===== src/rtl/apbdma_apb_writer.sv =====
// apbdma_apb_writer: turns the downsizer's narrow beat stream into APB4
// writes at an incrementing address, one command (address, beat count) at a
// time, and reports completion and slave-error status.
module apbdma_apb_writer #(
  parameter int unsigned AddrWidth = 32,
  parameter int unsigned DataWidth = 32,
  parameter int unsigned LenWidth  = 16
) (
  input  logic                   clk_i,
  input  logic                   rst_ni,
  // command
  input  logic [AddrWidth-1:0]   cmd_addr_i,
  input  logic [LenWidth-1:0]    cmd_len_i,
  input  logic                   cmd_valid_i,
  output logic                   cmd_ready_o,
  // beat stream from the downsizer
  input  logic [DataWidth-1:0]   data_i,
  input  logic [DataWidth/8-1:0] strb_i,
  input  logic                   valid_i,
  output logic                   ready_o,
  // APB4 manager
  output logic [AddrWidth-1:0]   paddr_o,
  output logic                   psel_o,
  output logic                   penable_o,
  output logic                   pwrite_o,
  output logic [DataWidth-1:0]   pwdata_o,
  output logic [DataWidth/8-1:0] pstrb_o,
  output logic [2:0]             pprot_o,
  input  logic                   pready_i,
  input  logic                   pslverr_i,
  // status
  output logic                   done_o,
  output logic                   error_o
);

  localparam int unsigned StrbWidth = DataWidth / 8;

  typedef enum logic [2:0] {
    ST_IDLE,
    ST_WAIT,
    ST_SETUP,
    ST_ACCESS,
    ST_DRAIN
  } state_e;

  state_e                 state_q, state_d;
  logic [AddrWidth-1:0]   addr_q;
  logic [LenWidth-1:0]    len_q;
  logic [LenWidth-1:0]    cnt_q;
  logic [DataWidth-1:0]   wdata_q;
  logic [StrbWidth-1:0]   wstrb_q;
  logic                   psel_q, penable_q;
  logic                   done_q, error_q;
  logic                   last_beat;

  // The counter equals the latched length on the final beat; an all-ones
  // length therefore runs 2^LenWidth beats without the counter overflowing.
  assign last_beat = (cnt_q == len_q);

  // State register.
  always_ff @(posedge clk_i or negedge rst_ni) begin
    if (!rst_ni) begin
      state_q <= ST_IDLE;
    end else begin
      // NOTE: sequential state uses non-blocking assignments so every register
      // samples pre-edge values regardless of block evaluation order.
      state_q <= state_d;
    end
  end

  // Next-state logic and the two handshake readies.
  always_comb begin
    // NOTE: every output of this block gets a default first; a path that left
    // one unassigned would infer a latch.
    state_d     = state_q;
    cmd_ready_o = 1'b0;
    ready_o     = 1'b0;
    unique case (state_q)
      ST_IDLE: begin
        cmd_ready_o = 1'b1;
        if (cmd_valid_i) state_d = ST_WAIT;
      end
      ST_WAIT: begin
        ready_o = 1'b1;
        if (valid_i) state_d = ST_SETUP;
      end
      ST_SETUP: begin
        state_d = ST_ACCESS;
      end
      ST_ACCESS: begin
        if (pready_i) begin
          if (last_beat)      state_d = ST_IDLE;
          else if (pslverr_i) state_d = ST_DRAIN;
          else                state_d = ST_WAIT;
        end
      end
      ST_DRAIN: begin
        // Swallow the rest of the beats so the downsizer never stalls.
        ready_o = 1'b1;
        if (valid_i && last_beat) state_d = ST_IDLE;
      end
      default: state_d = ST_IDLE;
    endcase
  end

  // Datapath: address, length, beat counter, write data and status flags.
  always_ff @(posedge clk_i or negedge rst_ni) begin
    if (!rst_ni) begin
      addr_q  <= '0;
      len_q   <= '0;
      cnt_q   <= '0;
      wdata_q <= '0;
      wstrb_q <= '0;
      done_q  <= 1'b0;
      error_q <= 1'b0;
    end else begin
      done_q <= 1'b0;
      unique case (state_q)
        ST_IDLE: begin
          if (cmd_valid_i) begin
            addr_q  <= cmd_addr_i;
            len_q   <= cmd_len_i;
            cnt_q   <= '0;
            error_q <= 1'b0;
          end
        end
        ST_WAIT: begin
          if (valid_i) begin
            wdata_q <= data_i;
            wstrb_q <= strb_i;
          end
        end
        ST_ACCESS: begin
          if (pready_i) begin
            if (pslverr_i) error_q <= 1'b1;
            if (last_beat) begin
              done_q <= 1'b1;
            end else begin
              cnt_q <= cnt_q + LenWidth'(1);
              // Address wraps modulo 2^AddrWidth; no advance once draining.
              if (!pslverr_i) addr_q <= addr_q + AddrWidth'(StrbWidth);
            end
          end
        end
        ST_DRAIN: begin
          if (valid_i) begin
            if (last_beat) done_q <= 1'b1;
            else           cnt_q  <= cnt_q + LenWidth'(1);
          end
        end
        default: ;
      endcase
    end
  end

  // APB phase flags registered from the next state so psel/penable are
  // glitch-free and drop asynchronously on reset.
  always_ff @(posedge clk_i or negedge rst_ni) begin
    if (!rst_ni) begin
      psel_q    <= 1'b0;
      penable_q <= 1'b0;
    end else begin
      psel_q    <= (state_d == ST_SETUP) || (state_d == ST_ACCESS);
      penable_q <= (state_d == ST_ACCESS);
    end
  end

  assign paddr_o   = addr_q;
  assign psel_o    = psel_q;
  assign penable_o = penable_q;
  assign pwrite_o  = 1'b1;
  assign pwdata_o  = wdata_q;
  assign pstrb_o   = wstrb_q;
  assign pprot_o   = 3'b000;
  assign done_o    = done_q;
  assign error_o   = error_q;

endmodule


===== config.mk =====
export PLATFORM = sky130hd
export DESIGN_NAME = apbdma_apb_writer
export DESIGN_NICKNAME = d
export VERILOG_FILES = /design/src/rtl/apbdma_apb_writer.sv
export SDC_FILE = /design/constraint.sdc
export NUM_CORES = 1
export LEC_CHECK = 0
export ABC_AREA = 1
export BUFFER_PORTS_ARGS = -buffer_cell sky130_fd_sc_hd__buf_2
export CAP_MARGIN = 15
export CORE_UTILIZATION = 57
export DETAILED_ROUTE_END_ITERATION = 8
export PLACE_DENSITY_LB_ADDON = 0.25
export RECOVER_POWER = 25
export SKIP_LAST_GASP = 1
export SYNTH_ARGS = -nofsm -noshare
export SYNTH_HDL_FRONTEND = slang
export SYNTH_SLANG_ARGS = --single-unit
export TNS_END_PERCENT = 100

===== constraint.sdc =====
create_clock -name clk_i -period 3.7 [get_ports clk_i]
set_clock_uncertainty 0.1 [all_clocks]
set_input_delay 0.37 -clock clk_i [delete_from_list [all_inputs] [get_ports clk_i]]
set_output_delay 0.37 -clock clk_i [all_outputs]
set_load 0.03 [all_outputs]

==> results of run 1 <==
## metrics by stage
| stage | instances | hold WS (ns) | total power, mW | setup WS, ns |
|---|---|---|---|---|
| detailed placement | 1123 | 0.388 | 5.26 | 1.32 |
| global route | 1139 | 0.0726 | 6.45 | 0.980 |
| global placement | 1123 | 0.381 | 5.17 | 1.39 |
| finish | 1139 | 0.0892 | 5.99 | 1.27 |
| CTS | 1139 | 0.0318 | 6.03 | 1.28 |
| floorplan | 848 | -0.0256 | 4.44 | 1.81 |
## area by class of cell
type / instances / area share (%)
Multi-Input combinational cell: 639 / 42.1
Clock inverter: 6 / 1.16
Timing Repair Buffer: 167 / 11.7
Tap cell: 136 / 2.36
Inverter: 74 / 3.85
Clock buffer: 10 / 1.77
Sequential cell: 107 / 37.1
## worst paths after layout
kind                             start          end  slack [ns]  cells after the start
min in group asynchronous       rst_ni     len_q[6]        0.35                      1
min reg2reg                pwdata_o[0]  pwdata_o[0]        0.41                      1
max reg2reg                 state_q[2]  paddr_o[23]        1.27                     10
max                         state_q[2]  paddr_o[23]        1.27                     10
max in group asynchronous       rst_ni    len_q[10]        1.57                      2
min                           pready_i    penable_o        0.09                      2
## layout by cell type, fill, tap and decap left out, types with 2 or more instances in the layout
cell / n
nand2_1: 359
buf_2: 162
dfrtp_1: 107
nor2_1: 104
inv_1: 63
nand3_1: 47
mux2_2: 40
a21oi_1: 15
xor2_1: 13
inv_2: 11
o21ai_0: 11
nand4_1: 10
clkbuf_8: 9
or2_2: 5
o21ai_1: 4
conb_1: 4
nor2_2: 3
nand2_4: 3
buf_4: 3
nand2_2: 2
nand3_2: 2
nor3_4: 2
a21boi_0: 2
nand3b_1: 2
nor3_1: 2
nor3b_1: 2
ha_1: 2
clkbuf_1: 2
clkinv_4: 2
## where the power goes
| part | switching, mW | internal [mW] |
|---|---|---|
| clock network | 0.430 | 0.329 |
| registers | 0.438 | 1.66 |
| logic | 2.13 | 1.00 |
| total | 3.00 | 2.99 |
## metal layers
metal	GRT usage, %	part of all wire [%]
met1	36.6	44
met2	45.0	47
met3	7.85	8.5
met4	8.83	1.3
met5	0	0
## logic make-up after synthesis
family,after synthesis
muxes,41
buffers and inverters,102
adders and majority gates,2
AOI/OAI and AO/OA,35
xor gates and xnor gates,13
other,2
DFF,107
and+or+nand+nor,544
## flip-flops by register name, summed over array words and instances (netlist names)
signal     cells
cnt_q         16
done_o         1
error_o        1
len_q         16
paddr_o       32
penable_o      1
psel_o         1
pstrb_o        4
pwdata_o      32
state_q        3
==> metrics.yaml, run 1 <==
grt-ovfl-total: 0
cts_buffers: 9
clk_path_buf_depth: 2
clock_latency_ns: 0.39
muxShareOfSynthArea_pct: 7.50
vias: 5729
crit_top_cell: "nand2_1"
grt_pass1_wl_um: 24900
slew-limit-headroom_pct: -16.6
stdcell_area_um2: 7210
multi_input_area_um2: 3030
n_antenna_cell: 0
crit_family: "simple AND/OR/NAND/NOR gates"
ir_drop_uv: 586
drtIter0Drc: 351
hpwl_um: 10800
vias_per_cell: 5.03
fin_setup_tns_ns: 0
crit_buf_inv: 2
initial_core_util_pct: 59.2
rows: 37
place_area_um2: 7010
portBuffers: 163
clk_pin_slew_ns: 0.11
ys_ff_latch: 107
p_leak_nw: 3.85
cts_setup_buffers: 0
wl_per_cell_um: 12.8
synthAdderAreaFrac_pct: 0.408
synthDistinctLibCells: 33
antenna_found_initial: 0
max-cap-violations: 1
die_h_um: 106
async_flop_share_pct: 100
fin_nets: 1090
synthXorXnorAreaFrac_pct: 1.86
synth_top_family_by_area: "simple AND/OR/NAND/NOR gates"
firstDrtPassIters: 5
io_pins: 168
p_per_area_nw_per_um2: 830
synth_cells: 846
grt_max_degree: 73
synth_compound_area_share_pct: 3.06
drcViolationCount: 0
cp.arrival_ns: 2.61
synth_top_cells_by_count: "359 x nand2_1, 107 x dfrtp_1, 103 x nor2_1"
slew_violations: 73
regArea_um2: 2680
hold_viol_final: 0
wl_um: 14600
fillCellCount: 902
synth_area_leaders: "dfrtp_1 44%, nand2_1 22%, mux2_2 7.3%, nor2_1 6.3%, nand3_1 3.9%"
synth_top_area_share_pct: 43.6
synthFlopType: "dfrtp_1"
synth-simple-area-share_pct: 36.3
synth-edff-count: 0
yosys_warnings: 0
cts_tree: "yes"
fin_util_pct: 69.5
ant_nets: 0
grt_pass1_vias: 5498
finalSetupViolations: 0
ys_seq_area_share_pct: 43.6
worst_path_largest_cell_delay_ns: 0.41
die_area_um2: 11200
rsz0062_at_grt: "false"
startpoint_type: "flop"
syn2layout_area_growth_pct: 17.5
hp-class: "primary input to flop"
synthesis.area_um2: 6140
failed_checks: "capacitance limit, slew limit"
fmax_mhz: 411
drive_gt1_share_pct: 24.9
core_area_um2: 10400
worst_slew_pin_slew_ns: 1.75
crit_path_end_kind: "flop"
cts_root_buffer: "clkbuf_8"
synth_most_common_cell: "nand2_1"
cts.sinks: 107
gp_congestion: 0.917
slowest_stage: "dfrtp_1"
avgSynthCellArea_um2: 7.25
path_class: "flop to flop"
ctsResizeCount: 0
status: "finished, violations left"
fp.dieW_um: 106
required_ns: 3.87
grtUsageTotal_pct: 28.0
hold_buffers: 0
crit_chain: "nor2_1 > nand2_2 > inv_2 > nand2_1 > nand2_1 > nor3_4 > nand2_4 > inv_2 > nand2_1 > nand2_1"
cp_max_fo: 35
fin_crit_ns: 2.43
htreeDepth: 3
period_share_pct: 65.7
yosys.area.top_type: "dfrtp_1"
No activity file was read; power rests on OpenSTA's default activity.
==> run 2: changes to the inputs <==
CORE_UTILIZATION = 48   (was 57)
clock period = 2.23 ns   (was 3.7 ns; I/O delays follow)
==> run 2 against run 1 <==
The flow now finishes without violations. Clock power increased by 120%. Worst hold slack got worse by 0.077 ns. Die area increased by 18%. Maximum frequency increased by 22%. Wire length increased by 9.5%. Setup slack got worse by 1.0 ns. Via count increased by 2.2%. Highest routed layer unchanged.
==> metrics.yaml, run 2 (same netlist as run 1, synthesis figures left out) <==
status: "finished, final reports clean"
drtIter0Drc: 391
p_seq_share_pct: 33.5
fin_crit_ns: 2.00
placed_cells: 1159
grtUsageTotal_pct: 25.6
vias: 5857
cp.arrival_ns: 2.18
instances_no_fill: 1212
swShare_pct: 48.6
cts.sinks: 107
die_h_um: 115
max-cap-violations: 0
required_ns: 2.41
path_class: "flop to flop"
startpoint_type: "flop"
fin_nets: 1131
p_leak_nw: 4.08
io_pins: 168
holdPathStages: 3
min_to: "len_q[14]"
finalSetupViolations: 0
drcViolationCount: 0
regArea_um2: 2680
multi_input_area_um2: 3040
p_sw_mw: 5.12
fmax_mhz: 501
n_antenna_cell: 0
crit_family: "simple AND/OR/NAND/NOR gates"
crit_buf_inv: 1
internal_power_mw: 5.42
wl_met2_um: 7340
worst_slew_pin_slew_ns: 0.789
power_frac_comb_pct: 50.8
crit_path_end_kind: "flop"
die_area_um2: 13200
slew_violations: 0
core_area_um2: 12200
holdCritStartpoint: "cmd_len_i[14]"
fin_setup_tns_ns: 0
hpwl_um: 11200
slew-limit-headroom_pct: 47.4
ant_nets: 0
ir_drop_uv: 1070
top_layer: "met4"
clk_pin_slew_ns: 0.08
period_share_pct: 89.5
vias_per_cell: 4.83
htreeDepth: 3
hold_viol_final: 0
r2r_cells: 9
clock_latency_ns: 0.36
stdcell_area_um2: 7780
r2r-end: "paddr_o[3]"
portBuffers: 163
cts_tree: "yes"
grt_max_degree: 60
slowest_stage: "dfrtp_1"
cts_buffers: 9
wl_per_cell_um: 13.2
gp_congestion: 0.890
grt_pass1_vias: 5694
drive_gt1_share_pct: 24.6
met3_length_um: 1240
layout_commonest_cell: "nand2_1"
timing.rr.start: "state_q[1]"
worst_path_largest_cell_delay_ns: 0.40
wl_met1_um: 7200
crit_chain: "nor2_1 > nand2_1 > or2_1 > nand2_1 > nor3_4 > nand2_4 > buf_4 > nand2_1 > o21ai_1"
clk_path_buf_depth: 2
p_clk_share_pct: 15.8
cts_root_buffer: "clkbuf_16"
place_area_um2: 7120
grt-ovfl-total: 0
syn2layout_area_growth_pct: 26.8
reg2reg_slack_ns: 0.23
antenna_found_initial: 0
fp.dieW_um: 115
mostFrequentLayoutCells: "359 x nand2_1, 162 x buf_2, 107 x dfrtp_1"
place_ws_ns: 0.202
grt_pass1_wl_um: 26700
fin_ws_ns: 0.234
wl_um: 16000
cp_max_fo: 19
p_per_area_nw_per_um2: 1350
fillCellCount: 1156
rows: 40
initial_core_util_pct: 50.2
crit_top_cell: "nand2_1"
rsz0062_at_grt: "true"
firstDrtPassIters: 5
hp-class: "primary input to flop"
run 2: what timing repair did:
| item | in CTS | in global routing |
|---|---|---|
| setup endpoints to repair | 0 | 10 |
| setup buffers | 0 | 0 |
| gates resized for setup | 0 | 4 |
| hold endpoints to repair | 63 | 0 |
| hold buffers | 37 | 0 |
run 2: worst max path at each step:
| stage | start | to | slack, ns | depth (start not counted) |
|---|---|---|---|---|
| global placement | paddr_o[2] | paddr_o[20] | 0.24 | 10 |
| global route | paddr_o[2] | paddr_o[30] | -0.03 | 12 |
| floorplan | paddr_o[2] | paddr_o[30] | 0.34 | 12 |
| detailed placement | state_q[1] | paddr_o[23] | 0.20 | 9 |
| finish | state_q[1] | paddr_o[3] | 0.23 | 9 |
| CTS | state_q[1] | paddr_o[26] | 0.18 | 9 |
run 2: final cells by class:
cell class	count	area share, %
inverter	74	3.60
tap	168	2.70
clock buffer	10	2.94
clock inverter	6	0.981
timing repair buffer	208	16.3
sequential	107	34.4
multi-input combinational	639	39.0
run 2: worst reg2reg max path, cell delays in order, from the launching register on:
cell	delay [ns]
dfrtp_1	0.40
nor2_1	0.21
nand2_1	0.13
or2_1	0.23
nand2_1	0.19
nor3_4	0.07
nand2_4	0.21
buf_4	0.26
nand2_1	0.07
o21ai_1	0.07
run 2: through the flow:
stage                     hold slack [ns]  utilization (%)  power [mW]
after global routing              0.00960             63.7        11.3
final                              0.0119             63.7        10.5
after CTS                        0.000842             63.8        10.6
after global placement             0.0802             58.3        8.71
after detailed placement           0.0756             58.3        8.81
after floorplan                    -0.173                -        7.36
run 2: metal layers:
metal  up-vias  GRT usage [%]
met4         0           6.67
met1      2655           33.1
met3        12           7.33
li1       3003              -
met2       187           42.2
met5         -              0
run 2: power groups by stage:
stage / Clock [mW] / Combinational, mW / Sequential (mW)
6_report: 1.66 / 5.35 / 3.53
5_1_grt: 1.77 / 5.91 / 3.63
4_1_cts: 1.70 / 5.36 / 3.49
2_1_floorplan: 0 / 2.74 / 4.62
3_5_place_dp: 0 / 5.31 / 3.50
3_3_place_gp: 0 / 5.22 / 3.49
